### src/rtl/fetch_pkg.sv
// Shared types and constants for the instruction fetch unit.
package fetch_pkg;

  // FSM state encoding (plain constants for legacy-tool compatibility).
  typedef logic [2:0] state_t;
  localparam state_t StIdle  = 3'd0;
  localparam state_t StReq   = 3'd1;
  localparam state_t StRecv  = 3'd2;
  localparam state_t StServe = 3'd3;
  localparam state_t StDrain = 3'd4;

  localparam int unsigned LINE_BYTES     = 64;
  localparam int unsigned INSTS_PER_LINE = 16;

  // System bus read-request tag: {command, target space, transaction id}.
  localparam logic [3:0]  SYSBUS_READ   = 4'b0001;
  localparam logic        SYSBUS_MEMORY = 1'b1;
  localparam logic [12:0] READ_TAG      = {SYSBUS_READ, SYSBUS_MEMORY, 8'h00};

endpackage

### src/rtl/fetch_unit_line_buffer.sv
// One cache-line buffer: written one bus beat at a time, read one 32-bit word at a time.
module line_buffer #(
  parameter int unsigned DataWidth = 64,
  parameter int unsigned Beats     = 8,
  parameter int unsigned BeatW     = (Beats > 1) ? $clog2(Beats) : 1,
  parameter int unsigned Words     = Beats * DataWidth / 32,
  parameter int unsigned WordW     = $clog2(Words)
) (
  input  logic                 clk_i,
  input  logic                 rst_ni,
  input  logic                 we_i,
  input  logic [BeatW-1:0]     beat_i,
  input  logic [DataWidth-1:0] wdata_i,
  input  logic [WordW-1:0]     word_i,
  output logic [31:0]          rdata_o
);

  logic [Beats*DataWidth-1:0] flat;
  logic [31:0]                words [Words];

  for (genvar b = 0; b < Beats; b++) begin : g_beat
    logic [DataWidth-1:0] data_q;

    // Capture the response beat addressed by beat_i.
    always_ff @(posedge clk_i or negedge rst_ni) begin
      if (!rst_ni) begin
        data_q <= '0;
      end else if (we_i && (beat_i == BeatW'(b))) begin
        data_q <= wdata_i;
      end
    end

    assign flat[b*DataWidth +: DataWidth] = data_q;
  end

  for (genvar w = 0; w < Words; w++) begin : g_word
    assign words[w] = flat[w*32 +: 32];
  end

  assign rdata_o = words[word_i];

endmodule

### src/rtl/fetch_unit.sv
// Instruction fetch unit: requests 64-byte lines over the system bus, buffers them and
// hands 32-bit instructions to decode with a valid/ready handshake.
module fetch_unit
  import fetch_pkg::*;
#(
  parameter int unsigned BUS_DATA_WIDTH = 64,
  parameter int unsigned BUS_TAG_WIDTH  = 13,
  parameter int unsigned LINE_BEATS     = 8
) (
  input  logic                      clk,
  input  logic                      reset,
  input  logic                      start,
  input  logic [63:0]               entry_pc,
  input  logic                      redirect,
  input  logic [63:0]               redirect_pc,
  output logic                      reqcyc,
  input  logic                      reqack,
  output logic [BUS_DATA_WIDTH-1:0] req,
  output logic [BUS_TAG_WIDTH-1:0]  reqtag,
  input  logic                      respcyc,
  output logic                      respack,
  input  logic [BUS_DATA_WIDTH-1:0] resp,
  output logic                      inst_valid,
  input  logic                      inst_ready,
  output logic [31:0]               inst,
  output logic [63:0]               inst_pc
);

  localparam int unsigned BeatW = (LINE_BEATS > 1) ? $clog2(LINE_BEATS) : 1;
  localparam int unsigned WordW = $clog2(LINE_BEATS * BUS_DATA_WIDTH / 32);
  localparam logic [BeatW-1:0] LastBeat = BeatW'(LINE_BEATS - 1);
  localparam logic [3:0]       LastWord = 4'(INSTS_PER_LINE - 1);

  state_t            state_q, state_d;
  logic [63:0]       pc_q, pc_d;
  logic [BeatW-1:0]  beat_q, beat_d;
  logic              last_beat;

  // Beats are consumed in RECV (kept) and DRAIN (discarded); ignored elsewhere.
  assign respack    = respcyc && ((state_q == StRecv) || (state_q == StDrain));
  assign last_beat  = respack && (beat_q == LastBeat);

  assign reqcyc     = (state_q == StReq);
  assign req        = BUS_DATA_WIDTH'({pc_q[63:6], 6'b0});
  assign reqtag     = BUS_TAG_WIDTH'(READ_TAG);
  assign inst_valid = (state_q == StServe);
  assign inst_pc    = pc_q;

  line_buffer #(
    .DataWidth (BUS_DATA_WIDTH),
    .Beats     (LINE_BEATS)
  ) u_line_buffer (
    .clk_i   (clk),
    .rst_ni  (reset),
    .we_i    (respack && (state_q == StRecv)),
    .beat_i  (beat_q),
    .wdata_i (resp),
    .word_i  (pc_q[2 +: WordW]),
    .rdata_o (inst)
  );

  // Next-state logic: fetch sequencing, redirects and beat counting.
  always_comb begin
    state_d = state_q;
    pc_d    = pc_q;
    beat_d  = beat_q;
    if (respack) begin
      beat_d = beat_q + 1'b1;
    end
    case (state_q)
      StIdle: begin
        if (start) begin
          pc_d    = entry_pc;
          state_d = StReq;
        end
      end
      StReq: begin
        beat_d = '0;
        if (redirect) begin
          pc_d = redirect_pc;
        end
        // A redirect racing the accept must still sink the whole response.
        if (reqack) begin
          state_d = redirect ? StDrain : StRecv;
        end
      end
      StRecv: begin
        if (last_beat) begin
          state_d = StServe;
        end
        if (redirect) begin
          pc_d    = redirect_pc;
          state_d = last_beat ? StReq : StDrain;
        end
      end
      StDrain: begin
        if (redirect) begin
          pc_d = redirect_pc;
        end
        if (last_beat) begin
          state_d = StReq;
        end
      end
      StServe: begin
        // Redirect beats a simultaneous handshake; the buffered line is never reused.
        if (redirect) begin
          pc_d    = redirect_pc;
          state_d = StReq;
        end else if (inst_ready) begin
          pc_d = pc_q + 64'd4;
          if (pc_q[5:2] == LastWord) begin
            state_d = StReq;
          end
        end
      end
      default: state_d = StIdle;
    endcase
  end

  // State registers with asynchronous active-low reset.
  always_ff @(posedge clk or negedge reset) begin
    if (!reset) begin
      state_q <= StIdle;
      pc_q    <= '0;
      beat_q  <= '0;
    end else begin
      state_q <= state_d;
      pc_q    <= pc_d;
      beat_q  <= beat_d;
    end
  end

endmodule

### config.mk
export PLATFORM = sky130hd
export DESIGN_NAME = fetch_unit
export DESIGN_NICKNAME = d
export VERILOG_FILES = /design/src/rtl/fetch_pkg.sv /design/src/rtl/fetch_unit_line_buffer.sv /design/src/rtl/fetch_unit.sv
export SDC_FILE = /design/constraint.sdc
export NUM_CORES = 1
export LEC_CHECK = 0
export ABC_AREA = 1
export BUFFER_PORTS_ARGS = -buffer_cell sky130_fd_sc_hd__buf_2
export CORE_UTILIZATION = 50
export CTS_BUF_LIST = sky130_fd_sc_hd__clkbuf_8 sky130_fd_sc_hd__clkbuf_16
export DETAILED_ROUTE_END_ITERATION = 16
export GPL_TIMING_DRIVEN = 1
export PLACE_DENSITY = 0.75
export SETUP_SLACK_MARGIN = 0.05
export SKIP_LAST_GASP = 1
export SYNTH_ARGS = -nofsm -noshare
export SYNTH_HDL_FRONTEND = slang
export SYNTH_SLANG_ARGS = --single-unit
### constraint.sdc
create_clock -name clk -period 1.85 [get_ports clk]
set_input_delay 0.37 -clock clk [delete_from_list [all_inputs] [get_ports clk]]
set_output_delay 0.37 -clock clk [all_outputs]
set_load 0.05 [all_outputs]
==> flow_summary.ini, run 1 <==
[grt]
grt_pass1_vias = 26113
top_usage_layer = met2
grt_util_met1_pct = 39.6
met2_usage_pct = 50.3
use_met3_pct = 4.71
grt_usage_pct = 30.2
grt_start_max_net_pins = 69
grt_first_pass_wirelength_mm = 143
antenna_found_initial = 2
grt_overflow_total = 0

[setup_path]
rr_worst_depth = 15
required_ns = 1.48
rr_endpoint = inst_pc[11]
path_class = flip-flop to primary output
reg2reg_from = inst_pc[2]
startpoint_type = flip-flop
critical_path_peak_fanout = 14
rrSetupSlack_ns = -0.72
arrival_ns = 2.53
crit_path_end_kind = primary output

[sta]
drv_slew = 0
tightestPinTransition_ns = 0.738
holdWs_ns = 0.0113
slew_headroom_pct = 50.8
finalSetupViolations = 101
rsz0062_at_grt = yes
period_share_pct = 157
skew_ns = 0.0242
max_clock_freq_mhz = 345
timing.final.crit_period_ns = 2.90
finalHoldViolations = 0
fin_ws_ns = -1.05

[detailed_routing]
routed_wl_mm = 96.8
final_antenna_net_count = 0
drc = 0
viasPerCell = 5.76
firstDrtPassIters = 8
wire_per_inst_um = 19.7
first_iter_violations = 2828
vias = 28334

[yosys]
ys.flop_type = dfrtp_1
synth.yosys.seq_area_share_pct = 50.1
ys_seq_elements = 582
synthArstFlopShare_pct = 100
syn_inst = 3630
syn-cell-area_um2 = 29100
synth_edf_count = 0
syn_avg_cell_area_um2 = 8.01
yosysWarnings = 0
synth_cell_types = 44

[floorplanning]
core_um2 = 57600
die_h_um = 243
dieWidth_um = 243
rows = 88
io-pin-count = 375
dieArea_um2 = 59200
start_util_pct = 50.5

[power]
max-vdd-ir-drop_v = 0.00174
power_mw = 72.2
power.density_nw_per_um2 = 1870
p_leak_nw = 18.3

[clock_network]
insertion_delay_ns = 0.64
cts_tree = done
cts_sinks = 582
htree_levels = 2
cts_root_buf = clkbuf_16
numCtsBuffers = 61
cts_buffer_depth = 3
cts.reportedPaths.clkPinSlew_ns = 0.06

[worst_hold_path]
min-delay-start = entry_pc[25]
min_to = inst_pc[25]
holdPathStages = 3
hold_class = primary input to flip-flop

[run_status]
violations = negative setup slack
outcome = finished with violations

[finish]
fin_nets = 4312
fill_cells = 4427
syn2layout_area_growth_pct = 32.8
drive_gt1_share_pct = 25.6

[flow_run]
maxCapViolations = 0

[placement]
globalplace.congestion = 0.945
io_buffer_count = 355
place.detailed.hpwl_mm = 59.7
[critical path: stages (launching register included)]
cell and delay (ns):
dfrtp_4 0.57, inv_12 0.12, buf_12 0.12, buf_4 0.11, buf_12 0.12, nor2_1 0.07
o32ai_1 0.34, nand2_1 0.15, nand3_4 0.12, buf_8 0.15
[cells by family after synthesis]
kind of cell / count (synthesis) / synth area share (%)
adders and majority gates: 7 / 0.301
AOI/OAI and AO/OA: 951 / 18.4
and+or+nand+nor: 1549 / 21.4
DFF: 582 / 50.1
muxes: 51 / 1.75
buffers and inverters: 487 / 8.03
xor gates and xnor gates: 1 / 0.0301
other: 2 / 0.0258
[worst max-delay path by stage]
stage                    start  depth (start not counted)       end
floorplan           inst_pc[2]                          7  inst[21]
global placement    inst_pc[2]                          7  inst[12]
detailed placement  inst_pc[2]                          7  inst[12]
CTS                 inst_pc[2]                          8   inst[6]
global route        inst_pc[2]                          9  inst[29]
finish              inst_pc[2]                          9  inst[29]
[final cells by class]
| class | count | area [µm²] | share of cell area (%) |
|---|---|---|---|
| inverters | 167 | 659 | 1.71 |
| clock inverters | 36 | 393 | 1.02 |
| repair buffers | 716 | 6750 | 17.5 |
| flip-flops and latches | 582 | 14600 | 37.8 |
| clock buffers | 74 | 1730 | 4.47 |
| diodes | 1 | 2.50 | 0.00648 |
| well taps | 765 | 957 | 2.48 |
| multi-input cells | 2578 | 13500 | 35.0 |
[cell usage after synthesis (2+ instances only)]
master	number	area [µm²]
a211oi_1	2	15.0
inv_1	156	586
buf_6	7	78.8
nor2_2	8	50.1
nand3_1	139	696
o21bai_1	4	30.0
o21a_1	3	22.5
o221ai_1	51	447
ha_1	7	87.6
o211ai_1	26	195
nand3b_1	2	15.0
inv_2	10	37.5
mux2i_1	51	510
dfrtp_1	582	14600
buf_2	103	515
nor2_1	436	1640
a21oi_1	71	355
o22ai_1	4	25.0
nor3b_1	2	15.0
a2bb2oi_1	2	17.5
o21ai_0	667	3340
nand4_1	17	106
o21ai_1	41	205
clkbuf_1	118	443
or2_2	4	25.0
o32ai_1	77	674
buf_4	87	653
nand3_2	8	80.1
nand2_1	907	3400
conb_1	2	7.51
buf_1	5	18.8
nor3_1	11	55.1
nor2_4	6	67.6
nand2_2	4	25.0
[report_power, final]
group          switching, mW  internal, mW
clock                   5.27          7.70
combinational           25.5          16.4
sequential              2.07          15.3
total                   32.8          39.4
[placed cells by master, fill, tap and decap left out, types with 65 or more instances in the layout]
| cell | synthesis | routed |
|---|---|---|
| buf_12 | 0 | 71 |
| o32ai_1 | 77 | 69 |
| nor2_1 | 436 | 411 |
| buf_6 | 7 | 81 |
| inv_1 | 156 | 157 |
| nand2_1 | 907 | 878 |
| buf_2 | 103 | 216 |
| dfrtp_1 | 582 | 547 |
| o21ai_1 | 41 | 91 |
| o21ai_0 | 667 | 605 |
| buf_4 | 87 | 270 |
| clkbuf_16 | 0 | 75 |
| nand3_1 | 139 | 65 |
[registers in the layout, summed over array words and instances, names as in the netlist]
signal                       flops
u_line_buffer.g_beat.data_q    512
beat_q                           3
state_q                          3
inst_pc                         64
[routing by layer]
layer	routed length, µm	vias to the layer above
li1	-	13003
met1	38300	13532
met2	45600	1455
met3	8050	344
met4	4850	0
met5	0	-
[what timing repair did]
action	CTS	global route
setup buffers	41	25
pin swaps	91	101
cloned	6	14
endpoints found under the hold margin	196	0
setup endpoints to repair	445	251
hold buffers	13	0
gates resized for setup	372	216
[per-stage QoR]
stage          setup slack, ns  cells  setup TNS, ns  utilization, %  cell area, µm²
2_1_floorplan           -0.206   3647          -7.08               -           29700
3_3_place_gp            -0.416   4713         -16.17            58.3           33600
3_5_place_dp            -0.414   4713         -17.60            58.3           33600
4_1_cts                  -1.02   4882         -44.58            65.1           37500
5_1_grt                  -1.12   4919         -65.61            67.1           38600
6_report                 -1.05   4919         -58.12            67.1           38600
(Power assumes the default switching activity.)
==> run 2: changes to the inputs <==
--- a/config.mk
+++ b/config.mk
@@ -7,11 +7,12 @@
 export LEC_CHECK = 0
 export ABC_AREA = 1
 export BUFFER_PORTS_ARGS = -buffer_cell sky130_fd_sc_hd__buf_2
-export CORE_UTILIZATION = 50
+export CORE_UTILIZATION = 25
 export CTS_BUF_LIST = sky130_fd_sc_hd__clkbuf_8 sky130_fd_sc_hd__clkbuf_16
+export CTS_CLUSTER_DIAMETER = 150
 export DETAILED_ROUTE_END_ITERATION = 16
 export GPL_TIMING_DRIVEN = 1
-export PLACE_DENSITY = 0.75
+export PLACE_DENSITY = 0.43
 export SETUP_SLACK_MARGIN = 0.05
 export SKIP_LAST_GASP = 1
 export SYNTH_ARGS = -nofsm -noshare
==> constraint.sdc (replaced) <==
create_clock -name clk -period 3.75 [get_ports clk]
set_input_delay 0.75 -clock clk [delete_from_list [all_inputs] [get_ports clk]]
set_output_delay 0.75 -clock clk [all_outputs]
set_load 0.05 [all_outputs]
==> run 2 against run 1 <==
  * The run now ends clean
  * Register-to-register slack improved by 1.7 ns
  * Final cell count increased by 9.6%
  * Clock power shrank 46%
  * Critical path type unchanged
==> flow_summary.ini, run 2 (synthesis gave the netlist of run 1 again) <==
[worst_hold_path]
hold_class = primary input to async pin

[sta]
rsz0062_at_grt = no
drv_slew = 0
fin_setup_tns_ns = 0
finalHoldViolations = 0
finalSetupViolations = 0
period_share_pct = 94.4
slew_headroom_pct = 29.8
max_clock_freq_mhz = 283
skew_ns = 0.0255
tightestPinTransition_ns = 1.05
timing.final.crit_period_ns = 3.54

[placement]
globalplace.congestion = 0.861
io_buffer_count = 355
place.detailed.hpwl_mm = 65.4
dp.cells = 5259
dpl_cell_area_um2 = 32000

[floorplanning]
start_util_pct = 25.3
core_um2 = 115000
die_h_um = 343
dieArea_um2 = 118000
io-pin-count = 375
dieWidth_um = 343
rows = 124

[power]
netSwitchingFraction_pct = 48.7
p_int_mw = 15.6
switching_power_mw = 14.8
share_comb_of_total_power_pct = 47.9
max-vdd-ir-drop_v = 0.000490
p_leak_nw = 16.0
power.density_nw_per_um2 = 884
p_seq_share_pct = 29.1
p_clk_share_pct = 23.0

[setup_path]
required_ns = 3.00
path_class = flip-flop to primary output
path_cells = inv_2 > buf_4 > o211ai_1 > nand3_1 > buf_2
startpoint_type = flip-flop
startpoint = inst_pc[5]
slowest_stage = buf_4
critical_path_peak_fanout = 21
arrival_ns = 2.79
reg2reg_from = inst_pc[3]
crit_path_end_kind = primary output
critPathMaxStageDelay_ns = 0.53

[clock_network]
cts.reportedPaths.clkPinSlew_ns = 0.06
cts_tree = done
numCtsBuffers = 73
cts_sinks = 582
postCtsHoldBufs = 0
insertion_delay_ns = 0.64
cts_root_buf = clkbuf_16
htree_levels = 3
cts_buffer_depth = 3

[finish]
fin_nets = 4029
largest_reg_flops = 512
design_area_um2 = 34400
syn2layout_area_growth_pct = 18.4
final_common_cell = nand2_1
regMostFlops = u_line_buffer.g_beat.data_q
drive_gt1_share_pct = 15.3
final_cell_mix = nand2_1 (904), o21ai_0 (667), dfrtp_1 (579)
instances_no_fill = 5390

[detailed_routing]
firstDrtPassIters = 5
drc = 0
vias = 25356
routed_wl_mm = 101
first_iter_violations = 1804
final_antenna_net_count = 0
viasPerCell = 4.70
wire_per_inst_um = 18.8

[grt]
grt_overflow_total = 0
antenna_found_initial = 10
grt_pass1_vias = 24475
grt_usage_pct = 16.9
grt_start_max_net_pins = 94
grt_first_pass_wirelength_mm = 154

[flow_run]
maxCapViolations = 0

[run_status]
outcome = completed
run 2: changes by cell type in the layout (fill, tap and decap cells not counted), sizes merged:
cell / delta
buf: -262
dlygate4sd3: -13
bufinv: -6
inv: +5
clkinv: +3
clkbuf: -2
clkinvlp: -1
run 2: per-stage QoR:
stage	power [mW]	util [%]	setup WS [ns]	hold WS, ns
floorplan	19.4	-	0.876	0.448
global placement	23.7	27.9	0.800	0.461
detailed placement	23.6	27.9	0.805	0.467
CTS	30.8	30.0	0.0968	0.110
global route	32.5	30.0	0.0679	0.132
finish	30.4	30.0	0.211	0.118
run 2: layer usage:
layer  part of all wire, %  vias to the layer above  track usage (%)
li1                      -                    12420                -
met1                    47                    12163             23.3
met2                    45                      609             26.8
met3                   5.3                      144             3.29
met4                   2.4                       20             4.64
met5                  0.13                        -                0
run 2: worst max-delay path, delay by kind of cell (launching register included):
family	cells	cell delay (ns)
DFF	1	0.44
AOI/OAI and AO/OA	1	0.19
buffers and inverters	3	1.27
and+or+nand+nor	1	0.24
run 2: power groups by stage:
stage          combinational (mW)  clock (mW)  sequential (mW)
3_5_place_dp                 14.7           0             8.97
6_report                     14.6        6.98             8.85
2_1_floorplan                9.79           0             9.60
5_1_grt                      16.0        7.50             9.03
4_1_cts                      14.7        7.23             8.88
3_3_place_gp                 14.7           0             8.96
run 2: what timing repair did:
| item | 4_1_cts | 5_1_grt |
|---|---|---|
| endpoints found under the setup margin | 0 | 4 |
| buffers inserted | 0 | 1 |
| gates resized for setup | 0 | 1 |
run 2: final timing paths:
kind                                                           to  slack (ns)  cells past startpoint
worst max register to register                        inst_pc[56]        0.96                     13
max in group asynchronous       u_line_buffer.g_beat[5].data_q[9]        2.71                      2
worst max-delay path                                     inst[19]        0.21                      5
worst min-delay path                                  inst_pc[10]        0.12                      1
min in group clk                                       inst_pc[0]        0.36                      3
worst min register to register  u_line_buffer.g_beat[7].data_q[0]        0.48                      2
run 2: area by class of cell:
cell class	count	area (µm²)
timing repair buffer	421	2590
antenna	1	2.50
sequential	582	14600
tap	1512	1890
inverter	167	634
clock buffer	92	2090
fill	12555	80400
multi-input combinational	2578	12400
clock inverter	37	280
